===== src/rtl/gpio_in_pkg.sv =====
// Shared constants and bus request type for the GPIO input-conditioning stage.
package gpio_in_pkg;

    localparam int ADDR_W    = 5;
    localparam int LIMIT_RST = 1000;

    localparam logic [ADDR_W-1:0] OFS_LIMIT = 5'h00;
    localparam logic [ADDR_W-1:0] OFS_IRQEN = 5'h04;
    localparam logic [ADDR_W-1:0] OFS_EDGE  = 5'h08;
    localparam logic [ADDR_W-1:0] OFS_RAW   = 5'h0C;
    localparam logic [ADDR_W-1:0] OFS_FALL  = 5'h10;

    typedef struct packed {
        logic              sel;
        logic              wr;
        logic [ADDR_W-1:0] addr;
        logic [31:0]       wdata;
    } bus_req_t;

    function automatic logic wr_hit(input bus_req_t req, input logic [ADDR_W-1:0] ofs);
        return req.sel & req.wr & (req.addr == ofs);
    endfunction

endpackage


===== src/rtl/gpio_db_bit.sv =====
// One conditioned input bit: synchroniser chain, 2-bit stability counter and clean flop.
module gpio_db_bit
    import gpio_in_pkg::*;
#(
    parameter int SYNC_STAGES = 2
) (
    input  logic clk,
    input  logic rst_n,
    input  logic pad,
    input  logic tick,
    input  logic bypass,
    input  logic clr_cnt,
    output logic sync,
    output logic clean
);

    logic [SYNC_STAGES-1:0] sync_q, sync_d;
    logic [1:0]             cnt_q, cnt_d;
    logic                   clean_q, clean_d;

    assign sync  = sync_q[SYNC_STAGES-1];
    assign clean = clean_q;

    always_comb begin
        sync_d  = {sync_q[SYNC_STAGES-2:0], pad};
        cnt_d   = cnt_q;
        clean_d = clean_q;
        if (bypass) begin
            clean_d = sync;
            cnt_d   = 2'd0;
        end else if (clr_cnt) begin
            cnt_d = 2'd0;
        end else if (tick) begin
            // The counter never holds 3: the third disagreeing tick accepts and clears.
            if (sync != clean_q) begin
                if (cnt_q == 2'd2) begin
                    clean_d = sync;
                    cnt_d   = 2'd0;
                end else begin
                    cnt_d = cnt_q + 2'd1;
                end
            end else begin
                cnt_d = 2'd0;
            end
        end
    end

    always_ff @(posedge clk or negedge rst_n) begin
        if (!rst_n) begin
            sync_q  <= '0;
            cnt_q   <= 2'd0;
            clean_q <= 1'b0;
        end else begin
            sync_q  <= sync_d;
            cnt_q   <= cnt_d;
            clean_q <= clean_d;
        end
    end

endmodule


===== src/rtl/gpio_in_cond.sv =====
// GPIO input conditioning: sync, debounce, rising-edge capture, level irq, bus registers.
// Define GPIO_IN_BOTH_EDGE_EN to add the FALLEDGE register at 0x10 and include it in irq.
module gpio_in_cond
    import gpio_in_pkg::*;
#(
    parameter int WIDTH       = 16,
    parameter int SYNC_STAGES = 2,
    parameter int DB_W        = 16
) (
    input  logic             clk,
    input  logic             rst,
    input  logic [31:0]      bAddr,
    input  logic [31:0]      bWData,
    input  logic             bSel,
    input  logic             bWrite,
    output logic [31:0]      bRData,
    input  logic [WIDTH-1:0] padIn,
    output logic [WIDTH-1:0] gpioClean,
    output logic             irq
);

    localparam int WD_HI = (WIDTH > DB_W) ? WIDTH : DB_W;

    bus_req_t req;
    assign req = '{sel: bSel, wr: bWrite, addr: bAddr[ADDR_W-1:0], wdata: bWData};

    logic unused_bits;
    assign unused_bits = ^{bAddr[31:ADDR_W], bWData[31:WD_HI]};

    logic wr_limit, wr_irqen, wr_edge;
    assign wr_limit = wr_hit(req, OFS_LIMIT);
    assign wr_irqen = wr_hit(req, OFS_IRQEN);
    assign wr_edge  = wr_hit(req, OFS_EDGE);

    logic [DB_W-1:0]  limit_q, limit_d;
    logic [DB_W-1:0]  presc_q, presc_d;
    logic [WIDTH-1:0] irqen_q, irqen_d;
    logic [WIDTH-1:0] edge_q, edge_d;
    logic [WIDTH-1:0] cln_dly_q;
    logic             irq_q, irq_d;
    logic [WIDTH-1:0] raw, rise;
    logic             tick, bypass;

    assign bypass = (limit_q == '0);
    assign tick   = !bypass && (presc_q == limit_q);
    assign rise   = gpioClean & ~cln_dly_q;
    assign irq    = irq_q;

    gpio_db_bit #(.SYNC_STAGES(SYNC_STAGES)) u_db [WIDTH-1:0] (
        .clk    (clk),
        .rst_n  (rst),
        .pad    (padIn),
        .tick   (tick),
        .bypass (bypass),
        .clr_cnt(wr_limit),
        .sync   (raw),
        .clean  (gpioClean)
    );

`ifdef GPIO_IN_BOTH_EDGE_EN
    logic [WIDTH-1:0] fall_q, fall_d;
    logic [WIDTH-1:0] fall;
    logic             wr_fall;
    assign fall    = ~gpioClean & cln_dly_q;
    assign wr_fall = wr_hit(req, OFS_FALL);
`endif

    always_comb begin
        limit_d = limit_q;
        irqen_d = irqen_q;
        presc_d = presc_q + DB_W'(1);
        if (wr_limit) limit_d = req.wdata[DB_W-1:0];
        if (wr_irqen) irqen_d = req.wdata[WIDTH-1:0];
        // Prescaler wraps on equality, so LIMIT = all-ones never overflows.
        if (wr_limit || bypass || tick) presc_d = '0;
        // Set is OR'd in after the clear, so a coincident rising edge survives.
        edge_d = (edge_q & ~(wr_edge ? req.wdata[WIDTH-1:0] : '0)) | rise;
`ifdef GPIO_IN_BOTH_EDGE_EN
        fall_d = (fall_q & ~(wr_fall ? req.wdata[WIDTH-1:0] : '0)) | fall;
        irq_d  = |((edge_q | fall_q) & irqen_q);
`else
        irq_d  = |(edge_q & irqen_q);
`endif
    end

    always_ff @(posedge clk or negedge rst) begin
        if (!rst) begin
            limit_q   <= DB_W'(LIMIT_RST);
            presc_q   <= '0;
            irqen_q   <= '0;
            edge_q    <= '0;
            cln_dly_q <= '0;
            irq_q     <= 1'b0;
        end else begin
            limit_q   <= limit_d;
            presc_q   <= presc_d;
            irqen_q   <= irqen_d;
            edge_q    <= edge_d;
            cln_dly_q <= gpioClean;
            irq_q     <= irq_d;
        end
    end

`ifdef GPIO_IN_BOTH_EDGE_EN
    always_ff @(posedge clk or negedge rst) begin
        if (!rst) fall_q <= '0;
        else      fall_q <= fall_d;
    end
`endif

    // Bit 4 is decoded in both builds so that 0x10 never aliases LIMIT.
    always_comb begin
        bRData = '0;
        case (req.addr)
            OFS_LIMIT: bRData = 32'(limit_q);
            OFS_IRQEN: bRData = 32'(irqen_q);
            OFS_EDGE:  bRData = 32'(edge_q);
            OFS_RAW:   bRData = 32'(raw);
`ifdef GPIO_IN_BOTH_EDGE_EN
            OFS_FALL:  bRData = 32'(fall_q);
`endif
            default:   bRData = '0;
        endcase
    end

endmodule


===== config.mk =====
export PLATFORM = sky130hd
export DESIGN_NAME = gpio_in_cond
export DESIGN_NICKNAME = d
export VERILOG_FILES = /design/src/rtl/gpio_in_pkg.sv /design/src/rtl/gpio_db_bit.sv /design/src/rtl/gpio_in_cond.sv
export SDC_FILE = /design/constraint.sdc
export NUM_CORES = 1
export LEC_CHECK = 0
export CORE_MARGIN = 10
export CORE_UTILIZATION = 52
export CTS_BUF_LIST = sky130_fd_sc_hd__clkbuf_16
export DETAILED_ROUTE_END_ITERATION = 12
export PLACE_DENSITY_LB_ADDON = 0.08
export SLEW_MARGIN = 25
export SYNTH_ARGS = -nofsm -noshare
export SYNTH_HDL_FRONTEND = slang
export SYNTH_SLANG_ARGS = --single-unit

===== constraint.sdc =====
create_clock -name clk -period 2.85 [get_ports clk]
set_input_delay 0.57 -clock clk [delete_from_list [all_inputs] [get_ports clk]]
set_output_delay 0.57 -clock clk [all_outputs]
set_load 0.01 [all_outputs]

==> out/results.tsv <==
stage	metric	value	unit
logic_synthesis	synth.distinct_cells	36	
logic_synthesis	synthSimpleGateAreaFrac	0.107	
critical_path	startpoint	bAddr[4]	
logic_synthesis	synth_compound_area_frac	0.115	
sta	hold_viol_final	0	
sta	final-max-slew-violation-count	0	
drt	met2WireLength	8320	microns
critical_path	end_kind	output port	
global_routing	grt_max_degree	63	
power_and_ir_drop	powerDensity	821	nW/um^2
clocking	cts_sinks	161	
logic_synthesis	synth_ff_type	dfrtp_1	
critical_path	crit_chain	dlygate4sd2_1, or4_4, buf_6, nor2_4, buf_12, buf_12, a221o_1, buf_2	
clocking	cts_root_buffer	clkbuf_16	
floorplanning	core_area	13200	sq um
critical_path	slowest_stage	or4_4	
worst_hold_path	worstHoldPathType	input port to asynchronous set/reset pin	
global_routing	antenna_found_initial	0	
clocking	cts_buffers	17	
logic_synthesis	yosys_warnings	0	
clocking	clockBufferDepth	2	
status	status	completed	
power_and_ir_drop	p_comb_frac	0.209	
sta	fin_skew	0.00941	ns
critical_path	max_stage_delay	0.55	ns
logic_synthesis	synth_xor_area_frac	0.0571	
sta	rsz0062_at_grt	no	
drt	dr.max_layer_used	met4	
place	dpl_worst_slack	-0.471	ns
sta	whs	0.0781	ns
place	dpl_cell_area	7970	sq um
job	max_cap_violations	0	
clocking	worstSkewPairLatency	0.43	ns
layout	final_area	8590	sq um
place	portBuffers	73	
layout	drive_gt1_frac	0.186	
floorplanning	row_count	42	
sta	finalSetupViolations	0	
sta	worst_pin_slew	0.540	ns
layout	n_antenna_cell	0	
clocking	cts_tree	done	
critical_path	crit_required	2.28	ns
critical_path	crit_path_start_kind	input port	
drt	detail_route.iter0.violations	366	
logic_synthesis	avgSynthCellArea	11.5	sq um
place	gp_congestion	0.888	
drt	routed_wl	17200	microns
power_and_ir_drop	power.leakage	3.87	nW
logic_synthesis	synth_seq_cells	161	
critical_path	cp_max_fo	5	
critical_path	crit_top_cell	buf_12	
logic_synthesis	synth_area_leaders	dfrtp_1 (55%), mux2_2 (7.2%), a22o_1 (4.5%)	
floorplanning	dieArea	18600	sq um
floorplanning	fp.dieH	136	microns
place	place_inst	837	
logic_synthesis	synth_top_family_by_area	compound AO/OA/AOI/OAI gates	
drt	dr_wl_met3	891	microns
drt	post_drt_wl_per_cell	19.7	microns
power_and_ir_drop	p_int	4.91	mW
layout	areaGrowthSynthToFinish	21.7	%
critical_path	reg2reg_depth	6	
drt	drt-met1-wl	7610	microns
floorplanning	ioPinCount	133	
sta	period_share	0.974	
logic_synthesis	yosys.area_share.adder	0.00177	
clocking	htree_levels	4	
critical_path	critical_path_buf_inv_count	5	
global_routing	grt_remaining_overflow	0	
critical_path	reg2reg_to	u_db[14].clean	
critical_path	path_class	input port to output port	
sta	post-route-min-period	2.78	ns
logic_synthesis	ys_seq_area_frac	0.572	
sta	worst_slack	0.0749	ns
logic_synthesis	netlist_area	7060	sq um
floorplanning	die_x	136	microns
layout	fin_nets	770	
power_and_ir_drop	ir_worst_vdd	0.444	mV
logic_synthesis	synth_edf_count	0	
power_and_ir_drop	seqPwrFrac	0.459	
logic_synthesis	synth_top_area_frac	0.550	
place	hpwl	11800	microns
drt	routed_via_density	5.58	
sta	clock.fmax	0.360	GHz
power_and_ir_drop	switchingPower	2.15	mW
logic_synthesis	synth_cells	612	
layout	final_cells	874	
clocking	clkTransAtPathRegs	0.07	ns
critical_path	r2r_setup_slack	0.61	ns
drt	ant_nets	0	
drt	vias	4874	
layout	fin_util	0.649	
logic_synthesis	async_reset_ff_frac	1.00	
power_and_ir_drop	switching_share	0.304	
logic_synthesis	synth.largest_area_cell	dfrtp_1	
global_routing	first_global_vias	5026	
drt	drc	0	
drt	drtPass1Iterations	5	
critical_path	cp.arrival	2.21	ns
power_and_ir_drop	clockPowerShare	0.332	
global_routing	grt_pass1_wl	27400	microns
sta	slew_headroom	0.640	
critical_path	crit_family	buffers and inverters	
floorplanning	initial_core_util	0.533	
global_routing	track_usage	0.191	
logic_synthesis	synthMuxAreaShare	0.0766	
critical_path	reg2reg_from	limit_q[5]	
cells in the final DEF, fill, tap and decap left out, types with 3 or more instances in the layout:
cell | synthesis | routed
dfrtp_1 | 155 | 155
nand2_1 | 55 | 55
clkdlybuf4s50_1 | 0 | 52
mux2_2 | 45 | 45
nor2_1 | 37 | 36
a22o_1 | 36 | 36
inv_1 | 34 | 35
nand3_1 | 32 | 32
a21oi_1 | 32 | 32
xor2_1 | 28 | 28
xnor2_1 | 18 | 18
clkbuf_16 | 0 | 17
a221o_1 | 16 | 16
a41oi_1 | 16 | 16
conb_1 | 1 | 16
buf_2 | 12 | 16
buf_4 | 33 | 12
buf_12 | 0 | 10
nor4_1 | 8 | 8
nand4_1 | 7 | 7
dfstp_2 | 6 | 6
and4_1 | 4 | 4
a221oi_1 | 4 | 4
and2_1 | 3 | 3
mux2_1 | 3 | 3
clkinv_2 | 0 | 3
inv_8 | 0 | 3
bufinv_16 | 0 | 3
dlygate4sd2_1 | 0 | 3
worst max-delay path by stage:
stage	endpoint	cells after the start	slack (ns)
final	bRData[11]	8	0.07
after global routing	bRData[10]	8	0.05
after CTS	bRData[11]	8	0.03
after detailed placement	bRData[10]	7	-0.47
after global placement	bRData[9]	7	-0.46
after floorplan	bRData[10]	6	0.24
logic make-up after synthesis:
group | after synthesis
DFF | 161
and+or+nand+nor | 158
AOI/OAI and AO/OA | 104
buffers and inverters | 93
muxes | 48
xor gates and xnor gates | 46
adders and majority gates | 1
other | 1
layout make-up:
type / instances / area (sq um)
well taps: 176 / 220
clock inverters: 15 / 181
multi-input cells: 373 / 2590
repair buffers: 98 / 1010
flip-flops and latches: 161 / 4040
fillers: 1030 / 4650
clock buffers: 17 / 425
inverters: 34 / 128
flip-flops by register name, summed over array words and instances, names as in the netlist:
signal	cells
u_db.cnt_q	32
u_db.sync_q	32
cln_dly_q	16
edge_q	16
irqen_q	16
limit_q	16
presc_q	16
u_db.clean	16
irq	1
cells in the mapped netlist (3+ instances only):
cell	number
and4_1	4
a41oi_1	16
and2_1	3
nand2_1	55
nor2_1	37
a221oi_1	4
nand3_1	32
xnor2_1	18
mux2_1	3
xor2_1	28
buf_4	33
buf_2	12
mux2_2	45
nand4_1	7
nor4_1	8
dfrtp_1	155
a221o_1	16
dfstp_2	6
a21oi_1	32
clkbuf_1	11
a22o_1	36
inv_1	34
repair_timing:
item | CTS | global route
setup endpoints to repair | 16 | 12
gates resized for setup | 72 | 1
cloned | 2 | 0
hold buffers | 0 | 0
buffers inserted | 2 | 1
pin swaps | 5 | 2
stage by stage:
step / total power [mW] / TNS [ns]
after global placement: 4.67 / -8.47
after detailed placement: 4.76 / -8.64
after CTS: 7.11 / 0
final: 7.06 / 0
after floorplan: 4.21 / 0
after global routing: 7.42 / 0
worst register-to-register path, cell delays in order, from the launching register on:
cell	delay [ns]
dfstp_2	0.57
xor2_1	0.08
nor4_1	0.38
and4_1	0.34
buf_12	0.25
a41oi_1	0.18
mux2_1	0.32
power groups by stage:
stage | clock network, mW | registers (mW) | logic (mW)
floorplan | 0 | 3.12 | 1.09
global placement | 0 | 3.24 | 1.43
detailed placement | 0 | 3.28 | 1.48
CTS | 2.38 | 3.24 | 1.49
global route | 2.48 | 3.31 | 1.63
finish | 2.34 | 3.24 | 1.47
metal layers:
| metal | vias up | GRT usage |
|---|---|---|
| met3 | 23 | 0.0418 |
| met4 | 0 | 0.0757 |
| met1 | 2468 | 0.255 |
| met2 | 115 | 0.296 |
| met5 | - | 0 |
| li1 | 2268 | - |
Note: power is estimated with default switching activity, not from simulation.
==> edit: new RTL, same settings <==
`SYNC_STAGES` is set to 2 in 2 places; all go to 4.
--- a/src/rtl/gpio_db_bit.sv
+++ b/src/rtl/gpio_db_bit.sv
@@ -2,7 +2,7 @@
 module gpio_db_bit
     import gpio_in_pkg::*;
 #(
-    parameter int SYNC_STAGES = 2
+    parameter int SYNC_STAGES = 4
 ) (
     input  logic clk,
     input  logic rst_n,
--- a/src/rtl/gpio_in_cond.sv
+++ b/src/rtl/gpio_in_cond.sv
@@ -4,7 +4,7 @@
     import gpio_in_pkg::*;
 #(
     parameter int WIDTH       = 16,
-    parameter int SYNC_STAGES = 2,
+    parameter int SYNC_STAGES = 4,
     parameter int DB_W        = 16
 ) (
     input  logic             clk,
Formal check against the unedited RTL: not equivalent (a bounded check fails within 4 cycles, from zero or initial values and one cycle with rst low).
==> edit against the original RTL <==
  * Setup slack worse by 26 ps
  * Total power grew 6.6%
  * Synthesized area grew 11%
  * Sequential cell count rose by 32
  * Routed wire length grew 7.9%
  * Count of clock-buffer cells in the layout stayed put
  * Maximum frequency down 0.92%
  * Core utilization is 0.93 points lower
  * Cell area rose by 9.4%
  * Critical path type unchanged
  * Critical endpoint is now bRData[2]
  * Largest cell class unchanged
  * Highest routed layer unchanged
==> edit: results (changes against the original RTL) <==
[run_status]
status=finished, final reports clean  ; unchanged

[cts]
cts_max_level=4  ; unchanged
clock_latency_ps=430  ; about the same
clock_path_buffers=2  ; unchanged
cts_buffers=17  ; unchanged
clk_pin_slew_worst_paths_ps=60
cts-root-buf=clkbuf_16  ; unchanged

[layout]
final_cells=919  ; was 874
nets=807  ; was 770
reg_top3=u_db.sync_q (64), u_db.cnt_q (32)  ; was u_db.cnt_q (32), u_db.sync_q (32)
num_antenna_cells=0  ; unchanged
drive_gt1_frac=0.184  ; was 0.186

[place]
place_inst=881  ; was 837
dp_hpwl_um=12800  ; was 11800 um
io_buffer_count=73  ; unchanged
gp_congestion=0.847  ; was 0.888
placedInstanceArea_um2=8790  ; was 7970 um^2

[critical_path]
rr_startpoint=limit_q[6]  ; was limit_q[5]
critPathMaxFanout=8  ; was 5
reg2reg_to=u_db[2].clean  ; was u_db[14].clean
slowest_stage=or4_4  ; unchanged
cp_slowest_stage_delay_ps=540
reg2regPathDepth=6  ; unchanged
path_delay_family=buffers and inverters  ; unchanged
regToRegSetupSlack_ps=660  ; was 610 ps
cp.arrival_ps=2230  ; was 2210 ps

[yosys]
netlist_top_cells_count=dfrtp_1 (187), nand2_1 (55), mux2_2 (45), nor2_1 (37), a22o_1 (36)  ; was dfrtp_1 (155), nand2_1 (55), mux2_2 (45), nor2_1 (37), a22o_1 (36)
async_flop_share=1.00  ; unchanged
synth_seq_area_share=0.615  ; was 0.572
yosys_warnings=0  ; unchanged
ys_top_cells_by_area=dfrtp_1 (60%), mux2_2 (6.4%), a22o_1 (4.0%)  ; was dfrtp_1 (55%), mux2_2 (7.2%), a22o_1 (4.5%)
syn_inst=644  ; was 612
yosysUniqueCellTypes=36  ; unchanged
synthFlopType=dfrtp_1  ; unchanged

[routing]
first_pass_iters=6  ; was 5
drtIter0Drc=484  ; was 366
avgRoutedWirePerCell_um=20.2  ; was 19.7 um
viasPerCell=5.72  ; was 5.58

[grt]
grt_pass1_wl_um=29400  ; was 27400 um
grt_use_total=0.187  ; was 0.191
grt_pass1_vias=5415  ; was 5026
grt_max_degree=76  ; was 63
antenna_found_initial=0  ; unchanged

[power_and_ir_drop]
leakage_nw=4.23  ; was 3.87 nW
peakVddDrop_v=0.000552  ; was 0.000444 V
swShare=0.305  ; was 0.304

[timing]
worst_pin_slew_ps=639  ; was 540 ps
finalClockSkew_ps=13.0  ; was 9.41 ps
setup-violations-final=0  ; unchanged

[min_path]
hp-class=input pin to async pin  ; unchanged

edit: cell types whose count changed after synthesis:
cell / change
nand3_4: +1
nand3_2: -1
buf_2: -1
dfrtp_1: +32
buf_1: +1
edit: cell type report:
class | count | area (um^2)
fill | 1114 | 5300
clock buffer | 17 | 425
sequential | 193 | 4840
clock inverter | 15 | 156
multi-input combinational | 373 | 2610
inverter | 34 | 128
timing repair buffer | 103 | 1020
tap | 184 | 230
edit: worst max-delay path by stage:
| stage | endpoint | from | slack [ps] | depth (start not counted) |
|---|---|---|---|---|
| detailed placement | bRData[2] | bAddr[2] | -460 | 7 |
| global placement | bRData[2] | bAddr[2] | -460 | 7 |
| floorplan | bRData[10] | bAddr[2] | 240 | 6 |
| finish | bRData[2] | bAddr[2] | 50 | 8 |
| CTS | bRData[5] | bAddr[4] | 20 | 8 |
| global route | bRData[10] | bAddr[2] | 7 | 8 |
edit: metal layers:
| layer | routed length, um | global-route usage | vias up |
|---|---|---|---|
| met2 | 8950 | 0.298 | 158 |
| met5 | 0 | 0 | - |
| met3 | 1030 | 0.0471 | 20 |
| li1 | - | - | 2373 |
| met4 | 289 | 0.0608 | 0 |
| met1 | 8270 | 0.245 | 2703 |
edit: what timing repair did:
item,CTS,global route
resized for setup,78,3
buffers inserted,4,0
pin swaps,5,5
hold endpoints to repair,0,0
endpoints found under the setup margin,16,6
hold buffers,0,0
gates cloned,3,0
edit: kinds of logic after synthesis:
| logic type | synth area share |
|---|---|
| xor+xnor | 0.0512 |
| other cells | 0.000477 |
| compound gates | 0.103 |
| fa+ha+maj | 0.00159 |
| mux | 0.0687 |
| flops | 0.615 |
| buf+inv | 0.0628 |
| simple gates | 0.0969 |
edit: metrics by stage:
stage / util / hold slack, ps / TNS, ps / worst slack, ps
6_report: 0.639 / 175 / 0 / 49.0
2_1_floorplan: - / 274 / 0 / 242
5_1_grt: 0.639 / 209 / 0 / 6.70
4_1_cts: 0.641 / 183 / 0 / 24.6
3_5_place_dp: 0.598 / 335 / -11870 / -462
3_3_place_gp: 0.598 / 331 / -11430 / -459
edit: worst reg2reg max path, cell delays in order (launching register included):
cell and delay, ps:
dfstp_2 610, xor2_1 90, nor4_1 330, and4_1 290, buf_12 240, a41oi_1 190
mux2_1 330
edit: power groups by stage:
stage / combinational, mW / clock [mW] / sequential (mW)
after global placement: 1.41 / 0 / 3.76
after detailed placement: 1.48 / 0 / 3.80
after CTS: 1.49 / 2.35 / 3.75
after floorplan: 1.09 / 0 / 3.60
after global routing: 1.63 / 2.48 / 3.82
final: 1.47 / 2.30 / 3.75
